### src/rtl/apb_arb_pkg.sv
// apb_arb_pkg: shared state encoding and bus geometry for the APB arbitrating master
package apb_arb_pkg;
  localparam int ADDR_W = 8;
  localparam int DATA_W = 8;
  localparam int NUM_REQ = 2;
  typedef enum logic [1:0] {IDLE, SETUP, ACCESS} state_t;
endpackage

### src/rtl/rr_arbiter2.sv
// rr_arbiter2: two-way round-robin grant; pointer moves only when a grant is taken
module rr_arbiter2 (
  input  logic       cpu_pclk,
  input  logic       cpu_presetn,
  input  logic [1:0] valid,
  input  logic       take,
  output logic [1:0] gnt
);
  logic last;
  always_comb gnt = (valid == 2'b11) ? (last ? 2'b01 : 2'b10) : valid;
  // last resets to 1 so requester 0 wins the first contested arbitration
  always_ff @(posedge cpu_pclk or negedge cpu_presetn)
    if (!cpu_presetn) last <= 1'b1;
    else if (take && |valid) last <= gnt[1];
endmodule

### src/rtl/apb_arb_master.sv
// apb_arb_master: arbitrates two requesters onto one APB master port with optional ACCESS timeout
module apb_arb_master
  import apb_arb_pkg::*;
#(
  parameter int TIMEOUT = 16
) (
  input  logic                       cpu_pclk,
  input  logic                       cpu_presetn,
  input  logic [NUM_REQ-1:0]         req_valid,
  input  logic [NUM_REQ-1:0]         req_write,
  input  logic [NUM_REQ*ADDR_W-1:0]  req_addr,
  input  logic [NUM_REQ*DATA_W-1:0]  req_wdata,
  output logic [NUM_REQ-1:0]         req_grant,
  output logic [NUM_REQ-1:0]         req_done,
  output logic [DATA_W-1:0]          rsp_rdata,
  output logic                       rsp_err,
  output logic                       cpu_psel,
  output logic                       cpu_penable,
  output logic                       cpu_pwrite,
  output logic [ADDR_W-1:0]          cpu_paddr,
  output logic [DATA_W-1:0]          cpu_pwdata,
  input  logic [DATA_W-1:0]          cpu_prdata,
  input  logic                       cpu_pready,
  input  logic                       cpu_pslverr
);
  localparam int CW = TIMEOUT > 0 ? $clog2(TIMEOUT + 1) : 1;
  state_t state;
  logic [CW-1:0] cnt, cnt_inc;
  logic [1:0] gnt;
  logic owner, win, take, tmo;
  rr_arbiter2 u_arb (
    .cpu_pclk   (cpu_pclk),
    .cpu_presetn(cpu_presetn),
    .valid      (req_valid),
    .take       (take),
    .gnt        (gnt)
  );
  always_comb begin
    win = gnt[1];
    take = (state == IDLE) && |req_valid;
    cnt_inc = &cnt ? cnt : cnt + CW'(1);
    tmo = (TIMEOUT > 0) && (cnt_inc == CW'(TIMEOUT));
  end
  always_ff @(posedge cpu_pclk or negedge cpu_presetn)
    if (!cpu_presetn) begin
      state <= IDLE;
      cnt <= '0;
      owner <= 1'b0;
      req_grant <= '0;
      req_done <= '0;
      rsp_rdata <= '0;
      rsp_err <= 1'b0;
      cpu_psel <= 1'b0;
      cpu_penable <= 1'b0;
      cpu_pwrite <= 1'b0;
      cpu_paddr <= '0;
      cpu_pwdata <= '0;
    end else begin
      req_grant <= '0;
      req_done <= '0;
      case (state)
        IDLE: if (take) begin
          state <= SETUP;
          cnt <= '0;
          owner <= win;
          req_grant <= gnt;
          cpu_psel <= 1'b1;
          cpu_penable <= 1'b0;
          cpu_pwrite <= req_write[win];
          cpu_paddr <= req_addr[ADDR_W*win +: ADDR_W];
          cpu_pwdata <= req_wdata[DATA_W*win +: DATA_W];
        end
        SETUP: begin
          state <= ACCESS;
          cpu_penable <= 1'b1;
        end
        ACCESS: if (cpu_pready || tmo) begin
          // a real pready wins over a timeout landing in the same cycle
          state <= IDLE;
          req_done <= NUM_REQ'(1) << owner;
          rsp_err <= cpu_pready ? cpu_pslverr : 1'b1;
          rsp_rdata <= (cpu_pready && !cpu_pwrite && !cpu_pslverr) ? cpu_prdata : '0;
          cpu_psel <= 1'b0;
          cpu_penable <= 1'b0;
          cpu_pwrite <= 1'b0;
          cpu_pwdata <= '0;
        end else cnt <= cnt_inc;
        default: state <= IDLE;
      endcase
    end
endmodule

### config.mk
export PLATFORM = sky130hd
export DESIGN_NAME = apb_arb_master
export DESIGN_NICKNAME = d
export VERILOG_FILES = /design/src/rtl/apb_arb_pkg.sv /design/src/rtl/rr_arbiter2.sv /design/src/rtl/apb_arb_master.sv
export SDC_FILE = /design/constraint.sdc
export NUM_CORES = 1
export LEC_CHECK = 0
export ABC_AREA = 1
export BUFFER_PORTS_ARGS = -buffer_cell sky130_fd_sc_hd__buf_2
export CORE_MARGIN = 2
export CORE_UTILIZATION = 43
export DETAILED_ROUTE_END_ITERATION = 6
export HOLD_SLACK_MARGIN = 0.05
export PLACE_DENSITY = 0.75
export SLEW_MARGIN = 20
export SYNTH_ARGS = -nofsm -noshare
export SYNTH_HDL_FRONTEND = slang
export SYNTH_SLANG_ARGS = --single-unit
### constraint.sdc
create_clock -name cpu_pclk -period 1.5 [get_ports cpu_pclk]
set_input_delay 0 -clock cpu_pclk [delete_from_list [all_inputs] [get_ports cpu_pclk]]
set_output_delay 0 -clock cpu_pclk [all_outputs]
set_load 0.005 [all_outputs]
Yosys cells after proc, flatten, opt, wreduce, memory -nomap -nowiden
Cells that the tools add are included.

cells by class
  reductions and logical operators = 18
  equality and inequality tests = 7
  order comparisons = 1
  add/sub/neg operators = 1
  shift-type cells = 3
  multiplexer cells = 27

operators with widths
  kind                                                                      number
  16-bit by 5-bit indexed part select with 8-bit output                     2
  8-bit two-way mux                                                         3
  2-bit two-way mux                                                         8
  8-bit case mux with 2 select lines                                        1
  5-bit two-way mux                                                         3
  5-bit case mux with 2 select lines                                        1
  3-bit AND reduction                                                       3
  1-bit two-way mux                                                         7
  2-bit case mux with 3 select lines                                        1
  2-bit AND reduction                                                       3
  5-bit by 1-bit adder with 5-bit output (second input constant)            1
  5-bit equality test (second input constant)                               1
  5-bit AND reduction                                                       1
  2-bit equality test (second input constant)                               2
  1-bit logical AND                                                         4
  2-bit inequality test (second input constant)                             2
  1-bit case mux with 2 select lines                                        2
  1-bit case mux with 3 select lines                                        1
  3-bit nonzero test                                                        1
  2-bit by 1-bit equality test with 1-bit output (second input constant)    1
  1-bit zero test                                                           2
  2-bit zero test                                                           1
  1-bit by 2-bit < comparator with 1-bit output (second input constant)     1
  2-bit by 1-bit inequality test with 1-bit output (second input constant)  1
  other kinds (4)                                                           4

storage, ports and cells
  register bits = 41
  output and inout port bits = 32
  bits of input ports = 48

Longest topological paths before layout
  word-level depth = 6
  mapped depth = 12
  gate-level depth less buffers = 11

Hierarchy
A second synthesis with hierarchy kept.

unflattened totals
  cell total of the unflattened synthesis = 248
  area total of the unflattened synthesis = 1979.4 um^2

by module, submodules not included
  module          area an instance (um^2)  cells an instance  times used  sequential area each (um^2)
  apb_arb_master  1918.1                   240                1           1001.0
  rr_arbiter2     61.3                     8                  1           26.3

Worst setup path before layout
OpenSTA, ideal clock, no wires.

  kind = register to register
  start = register cnt[0]
  end = register rsp_rdata[0]
  data required time = 1.383 ns
  buffers on the path = 1
  arrival = 1.445 ns
  cell stages (with the launch flop) = 11
  slack = -0.062 ns
  clock period less this slack = 1.562 ns
  path through = dfrtp_1 > ha_1 > nand4_2 > nand2_1 > nor2_2 > nand3_2 > nand2_2 > nand2_4 > buf_6 > nand2_2 > o21ai_2

on the way
  longest elaborated chain between the ends = 5
  elaborated cells between the ends (all ways) = 6
  classes of those cells = add/sub: 1; eq/ne: 1; mux: 1; reduce/logical: 3

RTL lines
  what                                                                                  RTL line              source
  start: declaration                                                                    apb_arb_master.sv:28  logic [CW-1:0] cnt, cnt_inc;
  start signal: assignment                                                              apb_arb_master.sv:87  end else cnt <= cnt_inc;
  5-bit by 1-bit adder with 5-bit output / 5-bit AND reduction (equally long branches)  apb_arb_master.sv:41  cnt_inc = &cnt ? cnt : cnt + CW'(1);
  5-bit two-way mux (*)                                                                 apb_arb_master.sv:41
  5-bit equality test (*)                                                               apb_arb_master.sv:42  tmo = (TIMEOUT > 0) && (cnt_inc == CW'(TIMEOUT));
  1-bit logical OR (*)                                                                  apb_arb_master.sv:77  ACCESS: if (cpu_pready || tmo) begin
  2-bit AND reduction (no source line) (*)                                              --
  end signal: assignment                                                                apb_arb_master.sv:82  rsp_rdata <= (cpu_pready && !cpu_pwrite && !cpu_pslverr) ? cpu_prdata : '0;
  end: declaration                                                                      apb_arb_master.sv:15  output logic [DATA_W-1:0] rsp_rdata,

Every way passes the cells marked *; elsewhere a longest branch is shown, timed or not.
A chain may end at the register's enable or synchronous reset.

Worst setup path in the final report
  start = register cnt[0]
  end = register rsp_rdata[3]

Same word-level chain as after synthesis.

==> results summary <==
The remaining antenna violation count after routing came out at 0. Summing the areas of all compound-gate instances in the mapped netlist gives between 10% and 20% of the synthesized area. The via count of the first global-routing pass came out at roughly 2000.

The max-slew violation count is 0. The normalized max-slew margin is 73.8%. In the layout the commonest cells are 79 x sky130_fd_sc_hd__buf_2, 43 x sky130_fd_sc_hd__nand2_1, 38 x sky130_fd_sc_hd__dfrtp_1. Across all setup checks in the final design, the least slack found is -0.188 ns. The final routed wirelength across all metal layers came out at 6440 um. The site row count came out at 24. The H-tree was split into 2 levels.

Using the TritonRoute via totals, the vias-per-cell ratio works out to 5.13. The worst-skew pair later-pin latency came out at roughly 0.3 ns. The final instance area came out at 0.00315 mm^2.

The run finished, with violations left. The startpoint type of the worst setup path is a flop. STA classifies the critical path endpoint as a flop. The final cell count without fillers came out at ~420. The kind of critical path is reg -> reg.

The top routing layer in use is met4. The library cell used most frequently in the layout, excluding fill and tap cells, is sky130_fd_sc_hd__buf_2. The largest total area in the synthesized netlist belongs to sky130_fd_sc_hd__dfrtp_1.

Global routing used 23.9% of the available tracks across all layers. Setup repair after global routing could not meet its margin everywhere. The sum of overflow across all layers after global routing came out at 0. For this run, the top clock speed supported by timing is 0.593 GHz. The met1 routed wirelength after detailed routing is 2390 um.

Summing every instance area after synthesis gives 0.00198 mm^2. The maximum buffer depth of the clock tree came out at 2. During I/O placement, the number of pins put on the boundary was 80. The proportion of netlist area held by the largest area contributor is 50.5%. Power spread over the standard cell area amounts to about 1500 mW/mm^2. The floorplan die area came out at about 0.0052 mm^2. The routed layout has 2149 vias. The final critical-path share of the clock period is 113%. After layout, the minimum clock period comes to ~1.7 ns. The placed cell count came out at 368. Setup violations remaining at the end of the flow were counted as 28. The detailed-route DRC error count is 0. The proportion of layout cells with a drive suffix above 1 is 43.6%. Among all stages on the critical path, the largest delay is contributed by sky130_fd_sc_hd__dfrtp_1. The count of max-cap constraint violations came out at 0. The data arrival time of the critical path is ~1.9 ns.

Relative to the synthesized area, the layout overhead comes to 59.0%. The total nets after synthesis came out at 280. In this run, synthesis produced a sequential element count of 41. The number of DRC markers in iteration 0 is about 170. For the final routed database, the setup TNS stands at -4.41 ns. The share of the yosys chip area belonging to registers is 51.8%. The post-place instance area is 0.00255 mm^2. The data required time of the critical path is around 1.7 ns.

The total core area is 0.00438 mm^2. The length of the first detailed-routing pass in iterations is 4. The root cell of the clock tree is sky130_fd_sc_hd__clkbuf_8. The peak fanout along the critical path is 9. The initial antenna violation count is 0. The count of cell types in the netlist came out at 24. At the pin with the least slew margin, the transition time is between 0.3 and 0.4 ns. The power consumption came out at 4.81 mW.

The clock skew after layout came out at 0.00594 ns. The half-perimeter wire length of the detailed placement result is 3410 um. The worst voltage drop across the vdd grid is 815 uV. The basic-gate share of the synthesized area counting and, or, nand and nor cells came out at 27.9%. The checks that failed: negative setup slack. The number of clock buffers inserted by TritonCTS is 5. The detail-routed net length per standard cell came out at ~15 um.

The horizontal die dimension came out at 71.9 um. The largest net degree at the start of global routing came out at 21. The critical path goes through ha_4, nand3_4, nand2_2, nand2_2, nor2_2, nand3_2, nand2_2, nand2_4, clkbuf_16, nand2_2, o21ai_2. The number of standard cells after synthesis is 231.

The warning count from the yosys run came out at 0. The starting density of the core is 45.2%. The number of fill cells is 300.

At the end of routability-driven placement, the weighted congestion stood at 0.790. The die outline height came out at 71.9 um. The first-pass GRT wire length came out at between 9000 and 10000 um.

Counting stages on the worst path, the most repeated cell is sky130_fd_sc_hd__nand2_2. The main combinational cell family by area after synthesis is simple AND/OR/NAND/NOR gates. The clock-pin slew reported for the worst setup and hold paths after clock tree synthesis came out at 0.08 ns. The analysis attributes to cell leakage a power of about 1.6 nW. The average instance in the mapped netlist occupies approximately 8.6 um^2. The number of hold violations in the final report came to 0. Sorting the synthesized cells by area gives the leading types as sky130_fd_sc_hd__dfrtp_1 51%, sky130_fd_sc_hd__nand2_1 9.7%, sky130_fd_sc_hd__o21ai_0 7.1%. On the worst path, the slowest cell contributes a delay of ~0.4 ns. The routed length on met3 is 435 um. The xor/xnor share of the synthesized area is 0.442%. The post-synthesis adder-cell area fraction is less than 1%.

After synthesis, the share of cell area in mux cells is 0%. In the final design database the tool counted 415 nets. Buffers placed on the I/O ports in this run total 79. The number of sinks on the clock net came out at between 40 and 50. The tightest min-delay check is of the in -> reg type.

The antenna diode count is 0. The length of routed met2 wiring is 3380 um. The CTS tree is built.
## registers in the layout (all words and copies together) (netlist names)
signal,cells
cpu_paddr,8
cpu_pwdata,8
rsp_rdata,8
cnt,5
req_done,2
req_grant,2
state,2
cpu_penable,1
cpu_psel,1
cpu_pwrite,1
owner,1
rsp_err,1
u_arb.last,1
## report_power, final
group	switching [mW]	total, mW	internal (mW)
combinational	1.19	2.19	0.996
sequential	0.275	1.83	1.55
clock	0.377	0.793	0.416
total	1.85	4.81	2.96
## logic make-up after synthesis
logic type                 Yosys count
AOI/OAI and AO/OA                   42
xor gates and xnor gates             1
adders and majority gates            1
buffers and inverters               25
DFF                                 41
and+or+nand+nor                    121
## stage by stage
step | setup WS, ns | hold WS [ns] | utilization, %
6_report | -0.188 | 0.0603 | 71.9
5_1_grt | -0.295 | 0.0848 | 71.9
2_1_floorplan | 0.00314 | -0.296 | -
3_5_place_dp | -0.0438 | -0.0774 | 58.1
4_1_cts | -0.0461 | 0.0509 | 69.5
3_3_place_gp | -0.0157 | -0.0805 | 58.1
## what timing repair did
action | CTS | global route
pin swaps | 0 | 4
endpoints found under the setup margin | 20 | 30
gates resized for setup | 6 | 16
gates cloned | 0 | 1
buffers inserted | 2 | 3
hold buffers | 37 | 0
endpoints found under the hold margin | 67 | 0
## cell type report
type	instances	area [um^2]	area share [%]
inverter	16	60.1	1.91
tap	52	65.1	2.07
sequential	41	1030	32.7
clock buffer	7	96.3	3.06
timing repair buffer	137	970	30.8
multi-input combinational	165	925	29.3
clock inverter	1	5.00	0.159
## path summary, 6_finish.rpt
path	start	to	slack, ns	depth (start not counted)
worst max-delay path	cnt[0]	rsp_rdata[3]	-0.19	11
worst min-delay path	req_wdata[13]	cpu_pwdata[5]	0.06	5
worst max register to register	cnt[0]	rsp_rdata[3]	-0.19	11
worst min register to register	owner	req_done[0]	0.45	1
max in group asynchronous	cpu_presetn	u_arb.last	0.81	3
min in group asynchronous	cpu_presetn	rsp_rdata[7]	0.13	2
## critical path: cells and delay by family (launching register included)
kind	cells	cell delay, ns
AOI/OAI and AO/OA	1	0.04
buffers and inverters	1	0.18
adders and majority gates	1	0.20
DFF	1	0.39
and+or+nand+nor	8	0.76
## synth_stat cells
| library cell | count |
|---|---|
| sky130_fd_sc_hd__buf_6 | 3 |
| sky130_fd_sc_hd__nand2_4 | 1 |
| sky130_fd_sc_hd__nor3_1 | 1 |
| sky130_fd_sc_hd__a21oi_1 | 2 |
| sky130_fd_sc_hd__nand3_1 | 14 |
| sky130_fd_sc_hd__nand4_1 | 1 |
| sky130_fd_sc_hd__clkbuf_1 | 4 |
| sky130_fd_sc_hd__o21ai_4 | 1 |
| sky130_fd_sc_hd__nand4_2 | 1 |
| sky130_fd_sc_hd__o21ai_2 | 10 |
| sky130_fd_sc_hd__inv_1 | 14 |
| sky130_fd_sc_hd__nand2_2 | 10 |
| sky130_fd_sc_hd__nor2_2 | 2 |
| sky130_fd_sc_hd__dfrtp_1 | 40 |
| sky130_fd_sc_hd__nand2_1 | 51 |
| sky130_fd_sc_hd__o21ai_0 | 28 |
| sky130_fd_sc_hd__ha_1 | 1 |
| sky130_fd_sc_hd__a211oi_1 | 1 |
| sky130_fd_sc_hd__nand3_2 | 5 |
| sky130_fd_sc_hd__xnor2_1 | 1 |
| sky130_fd_sc_hd__buf_2 | 2 |
| sky130_fd_sc_hd__dfstp_2 | 1 |
| sky130_fd_sc_hd__nor2_1 | 35 |
| sky130_fd_sc_hd__inv_2 | 2 |
## routing by layer
| layer | global-route usage (%) | up-vias |
|---|---|---|
| li1 | - | 1018 |
| met1 | 27.6 | 990 |
| met2 | 42.4 | 115 |
| met3 | 5.00 | 26 |
| met4 | 10.9 | 0 |
| met5 | 0 | - |
No activity file was read; power rests on OpenSTA's default activity.
